File: src/rtl/cdb_arbiter_pkg.sv
// cdb_arbiter_pkg: shared CDB widths and requester slot assignments
package cdb_arbiter_pkg;
  localparam int CDB_TAG_W = 8;
  localparam int CDB_DATA_W = 32;
  localparam int CDB_NREQ = 4;
  localparam int CDB_CNT_W = 16;
  localparam int CDB_SLOT_ALU = 0;
  localparam int CDB_SLOT_MUL = 1;
  localparam int CDB_SLOT_LSU = 2;
  localparam int CDB_SLOT_BR = 3;
endpackage

File: src/rtl/cdb_arbiter_rr_picker.sv
// rr_picker: combinational round-robin pick, first set request at or after ptr
module rr_picker #(
  parameter int N = 4,
  parameter int PW = $clog2(N)
) (
  input  logic [N-1:0]  req,
  input  logic [PW-1:0] ptr,
  output logic [N-1:0]  gnt,
  output logic [PW-1:0] gnt_idx,
  output logic          any
);
  // Scan farthest-to-nearest so the nearest requester at or after ptr wins.
  always_comb begin
    gnt_idx = '0;
    for (int i = N - 1; i >= 0; i--)
      if (req[(int'(ptr) + i) % N]) gnt_idx = PW'((int'(ptr) + i) % N);
  end
  assign any = |req;
  assign gnt = any ? N'(1) << gnt_idx : '0;
endmodule

File: src/rtl/cdb_arbiter.sv
// cdb_arbiter: round-robin CDB arbiter with registered broadcast, flush, tag-0 check and grant stats
import cdb_arbiter_pkg::*;
module cdb_arbiter #(
  parameter int N_REQ = CDB_NREQ,
  parameter int TAG_W = CDB_TAG_W,
  parameter int DATA_W = CDB_DATA_W,
  parameter int CNT_W = CDB_CNT_W
) (
  input  logic                    clk,
  input  logic                    rst,
  input  logic                    br,
  input  logic [N_REQ-1:0]        req,
  input  logic [N_REQ*TAG_W-1:0]  req_index,
  input  logic [N_REQ*DATA_W-1:0] req_result,
  output logic [N_REQ-1:0]        grnt,
  output logic                    cdb_valid,
  output logic [TAG_W-1:0]        cdb_index,
  output logic [DATA_W-1:0]       cdb_result,
  output logic                    err_tag0,
  output logic [N_REQ*CNT_W-1:0]  grant_cnt
);
  localparam int PW = $clog2(N_REQ);
  logic [PW-1:0] rr_ptr, pick_idx;
  logic [N_REQ-1:0] pick_gnt;
  logic pick_any, xfer, tag0;
  logic [TAG_W-1:0] win_index;
  logic [CNT_W-1:0] cnt [N_REQ];
  rr_picker #(.N(N_REQ), .PW(PW)) u_pick (
    .req(req), .ptr(rr_ptr), .gnt(pick_gnt), .gnt_idx(pick_idx), .any(pick_any)
  );
  // Reset and flush both suppress the grant in the same cycle.
  assign xfer = pick_any & ~rst & ~br;
  assign grnt = xfer ? pick_gnt : '0;
  assign win_index = req_index[pick_idx*TAG_W +: TAG_W];
  assign tag0 = win_index == '0;
  always_ff @(posedge clk) begin
    if (rst) begin
      rr_ptr <= '0;
      cdb_valid <= 1'b0;
      cdb_index <= '0;
      cdb_result <= '0;
      err_tag0 <= 1'b0;
    end else begin
      cdb_valid <= xfer & ~tag0;
      if (xfer & ~tag0) begin
        cdb_index <= win_index;
        cdb_result <= req_result[pick_idx*DATA_W +: DATA_W];
      end
      if (xfer) rr_ptr <= pick_idx == PW'(N_REQ - 1) ? '0 : pick_idx + PW'(1);
      err_tag0 <= err_tag0 | (xfer & tag0);
    end
  end
  for (genvar k = 0; k < N_REQ; k++) begin : g_cnt
    always_ff @(posedge clk) begin
      if (rst) cnt[k] <= '0;
      else if (xfer && pick_gnt[k] && !(&cnt[k])) cnt[k] <= cnt[k] + CNT_W'(1);
    end
    assign grant_cnt[k*CNT_W +: CNT_W] = cnt[k];
  end
endmodule

File: config.mk
export PLATFORM = sky130hd
export DESIGN_NAME = cdb_arbiter
export DESIGN_NICKNAME = d
export VERILOG_FILES = /design/src/rtl/cdb_arbiter_pkg.sv /design/src/rtl/cdb_arbiter_rr_picker.sv /design/src/rtl/cdb_arbiter.sv
export SDC_FILE = /design/constraint.sdc
export NUM_CORES = 1
export LEC_CHECK = 0
export ABC_AREA = 0
export BUFFER_PORTS_ARGS = -buffer_cell sky130_fd_sc_hd__buf_2
export CAP_MARGIN = 10
export CORE_UTILIZATION = 40
export DETAILED_ROUTE_END_ITERATION = 12
export PLACE_DENSITY = 0.69
export SETUP_SLACK_MARGIN = 0.4
export SKIP_LAST_GASP = 1
export SLEW_MARGIN = 20
export SYNTH_ARGS = -nofsm -noshare
export SYNTH_HDL_FRONTEND = slang
export SYNTH_SLANG_ARGS = --single-unit
File: constraint.sdc
create_clock -name clk -period 3.4 [get_ports clk]
set_input_delay 0.51 -clock clk [delete_from_list [all_inputs] [get_ports clk]]
set_output_delay 0.51 -clock clk [all_outputs]
set_load 0.02 [all_outputs]
==> results.txt <==
- Across the run, the number of max-cap violations was 0.
- Setup repair after global routing missed its margin: no
* Net count of the mapped netlist: ~950
* Met3 demand-to-capacity share in global routing: 0.0367
- The cell that appears most often on the critical path is sky130_fd_sc_hd__nand2_1.
* Final routed wirelength across all metal layers: 19.3 mm
* Outcome: complete, no violations
- Leakage power of the design: ~3.7 nW
- Fmax: ~0.35 GHz
- DP HPWL: 14.1 mm
* Sequence of cells on the critical path: nand2_1, a221o_2, and2_4, buf_4, ha_1, nand2_1, inv_1, buf_2
- Pwr Total: 3.64 mW
- Met1 track utilization from global routing: 0.296
- The final route contains 6428 vias.
- Grt ovf: 0
- The initial utilization of the core area, before any placement, comes to 0.409.
* Share of post-route cells with drive strength above 1: 0.337
- After clock tree synthesis, the clock-pin slew on the worst setup and hold paths is 0.07 ns.
* Minimum hold slack: 0.473 ns
- Summing all placed instances gives a cell area of roughly 8000 sq um.
- The filler cells instantiated in the layout total 1553.
* Cell count after synthesis: 777
* Global routing usage on met2: 0.391
* Clock Latency Late Sink: 0.35 ns
- The floorplan has 46 rows.
- Antenna fix cells: 0
* Slowest stage cell on the critical path: sky130_fd_sc_hd__a221o_2
- Initial DRC Count: 327
- For the pin with the worst max-slew slack, the measured transition is between 0.8 and 0.9 ns.
* Total power divided by cell area: 438 nW/um^2
- VDD sags by at most roughly 220 uV.
- The total count of hold-check failures in the final report came to 0.
- Final critical-path share of the clock period: 0.832
- Sequential area share after synthesis: 0.433
- Maximum number of pins on one net before global-route repair: 54
* Synthesized cell area: 6470 sq um
* Boundary pin count: approximately 280
* Die outline width: 129 um
* Total number of nets in the final design: 1207
- Global-route wire length before repair: 29.8 mm
* Area of the core region: 15800 sq um
- CP endpoint kind: primary output
- CTS built an H-tree with a depth of 3.
- Setup Skew: between 0.005 and 0.006 ns
- The clock net in this run drives a total of 108 sinks.
* Antenna violations before repair: 0
- The floorplan step set the die height to roughly 130 um.
- Routability cong.: 0.848
- Average footprint of a synthesized cell: 8.33 sq um
- Via density: just over 5
- Normalized max-slew margin: 0.447
* Remaining antenna violation count after routing: 0
- After detailed routing, the average wire length per cell comes to 15.4 um.
- In this run, distinct cell masters in the synthesized netlist total 43.
- Number of optimization iterations in the first detailed-route pass: 4
- During placement, the flow inserted port buffers numbering 276.
- Number of hold buffers added after cts: 0
- Compared with the post-synthesis result, the final layout area differs by 28.3%.
- Worst endpoint data arrival time: 2.32 ns
* Fraction of power spent switching nets: 0.331
- The internal power of the cells totals 2.43 mW.
- Sequential power share: 0.434
- Clock period minus final worst setup slack: 2.83 ns
- Clk Tree Root Cell: sky130_fd_sc_hd__clkbuf_16
- Max Buffers Root-to-Sink: 2
- Post-synthesis register bit count: 108
* Min-delay worst type: flip-flop to flip-flop
* Setup violation total in the final timing report: 0
- # DRC: 0
* Synth warnings: 0
- The critical path is of the flip-flop to primary output type.
- Setup total negative slack on the finished layout was measured at 0 ns.
* Inserted Clock Buffers: 9
- Along the worst path, the maximum fanout reaches 17.
- Of the total power, combinational logic draws 0.271.
- Data on the critical path is required at its endpoint by 2.89 ns.
* Global routing usage summed across all routing layers: 0.232
* CP Launch Type: flip-flop
* Area of the die: 16700 sq um
* Slowest cell delay on critical path: 0.48 ns
- Vias in the first global route: 5824
- Count of final max-slew check failures: 0
- Highest-utilization routing layer at the global route stage: met2
- Post-CTS setup buffer count: 0
* CTS tree: built
* Final instance area: a little over 8000 sq um
- For this design the total switching power over the nets is 1.21 mW.
* Share of power burned in the clock network: 0.295
-- per-layer routing --
layer	vias up	part of all wire
met5	-	0
met3	28	0.052
met1	2961	0.43
met2	226	0.49
met4	0	0.022
li1	3213	-
-- final timing paths --
path / start / end / slack [ns] / depth (start not counted)
setup / recovery: rr_ptr[1] / grnt[3] / 0.57 / 8
hold / removal: cdb_index[3] / cdb_index[3] / 0.47 / 2
setup reg to reg: rr_ptr[1] / cnt[2][15] / 0.66 / 9
hold reg to reg: cdb_index[3] / cdb_index[3] / 0.47 / 2
-- layout make-up --
type	count	area, sq um	area share
multi-input combinational	607	3360	0.405
sequential	108	2800	0.338
timing repair buffer	293	1510	0.182
tap	216	270	0.0326
clock buffer	9	225	0.0271
clock inverter	7	75.1	0.00905
inverter	13	53.8	0.00648
-- cell usage after synthesis (all sizes together) --
cell | instances | area [sq um]
nand2 | 166 | 623
nand3 | 88 | 440
nor2 | 87 | 334
edfxtp | 64 | 1920
dfxtp | 44 | 881
o21ai | 41 | 205
nand4 | 40 | 250
xor2 | 35 | 307
a21oi | 34 | 279
clkbuf | 30 | 113
and3 | 25 | 156
xnor2 | 21 | 184
buf | 19 | 159
a211oi | 16 | 120
inv | 13 | 48.8
nand2b | 13 | 81.3
ha | 8 | 100
nor2b | 7 | 43.8
and4 | 6 | 55.1
nor3 | 4 | 31.3
o22a | 4 | 36.3
and2 | 3 | 21.3
a221o | 1 | 11.3
a41o | 1 | 10.0
and2b | 1 | 7.51
mux2i | 1 | 10.0
nor4 | 1 | 6.26
o21bai | 1 | 11.3
o31ai | 1 | 7.51
or2b | 1 | 7.51
or3 | 1 | 6.26
-- critical path, delay by kind of cell (launching register included) --
family	cells	cell delay [ns]
AOI/OAI and AO/OA	1	0.48
adders and majority gates	1	0.19
buffers and inverters	3	0.44
DFF	1	0.43
and+or+nand+nor	3	0.43
-- metrics by stage --
stage	setup slack (ns)	instances	utilization
floorplan	0.462	777	-
global placement	0.431	1237	0.505
detailed placement	0.355	1237	0.505
CTS	0.503	1253	0.524
global route	0.440	1253	0.524
finish	0.571	1253	0.524
-- cells in the final DEF, fill, tap and decap left out, types with 2 or more instances in the layout --
cell type	n
sky130_fd_sc_hd__nor2b_1	7
sky130_fd_sc_hd__nand2_1	166
sky130_fd_sc_hd__and4_1	5
sky130_fd_sc_hd__dfxtp_1	44
sky130_fd_sc_hd__edfxtp_1	64
sky130_fd_sc_hd__nand2b_2	3
sky130_fd_sc_hd__and2_1	2
sky130_fd_sc_hd__nand3_1	88
sky130_fd_sc_hd__a211oi_1	16
sky130_fd_sc_hd__buf_2	276
sky130_fd_sc_hd__a21oi_2	29
sky130_fd_sc_hd__o21ai_1	40
sky130_fd_sc_hd__clkinv_4	3
sky130_fd_sc_hd__o22a_1	3
sky130_fd_sc_hd__clkbuf_16	9
sky130_fd_sc_hd__buf_4	16
sky130_fd_sc_hd__clkinv_1	2
sky130_fd_sc_hd__ha_1	8
sky130_fd_sc_hd__and3_1	25
sky130_fd_sc_hd__a21oi_1	5
sky130_fd_sc_hd__nor2_1	86
sky130_fd_sc_hd__nand2b_1	10
sky130_fd_sc_hd__nor3_1	2
sky130_fd_sc_hd__xor2_1	35
sky130_fd_sc_hd__nand4_1	40
sky130_fd_sc_hd__inv_1	11
sky130_fd_sc_hd__xnor2_1	21
-- cell families (layout without fill, tap and decap cells) --
family                     after synthesis  after routing  share of synthesized area
AOI/OAI and AO/OA                       99             99                      0.105
xor gates and xnor gates                56             56                     0.0758
adders and majority gates                8              8                     0.0155
buffers and inverters                   62            322                     0.0495
DFF                                    108            108                      0.433
muxes                                    1              1                    0.00155
and+or+nand+nor                        443            443                      0.319
-- power by group through the flow --
stage / Sequential [mW] / Combinational [mW] / Clock (mW)
after floorplan: 1.71 / 0.532 / 0
after global placement: 1.60 / 0.985 / 0
after detailed placement: 1.60 / 0.988 / 0
after CTS: 1.58 / 0.992 / 1.10
after global routing: 1.59 / 1.09 / 1.14
final: 1.58 / 0.985 / 1.07
-- sequential cells by signal, indices dropped and copies added (netlist names) --
signal and count:
cnt 64, cdb_result 32, cdb_index 8, rr_ptr 2, cdb_valid 1, err_tag0 1
-- what timing repair did --
action	4_1_cts	5_1_grt
resized for setup	1	2
pin swaps	0	0
endpoints found under the setup margin	1	3
hold endpoints to repair	0	0
Power figures use the tool's default switching activity.
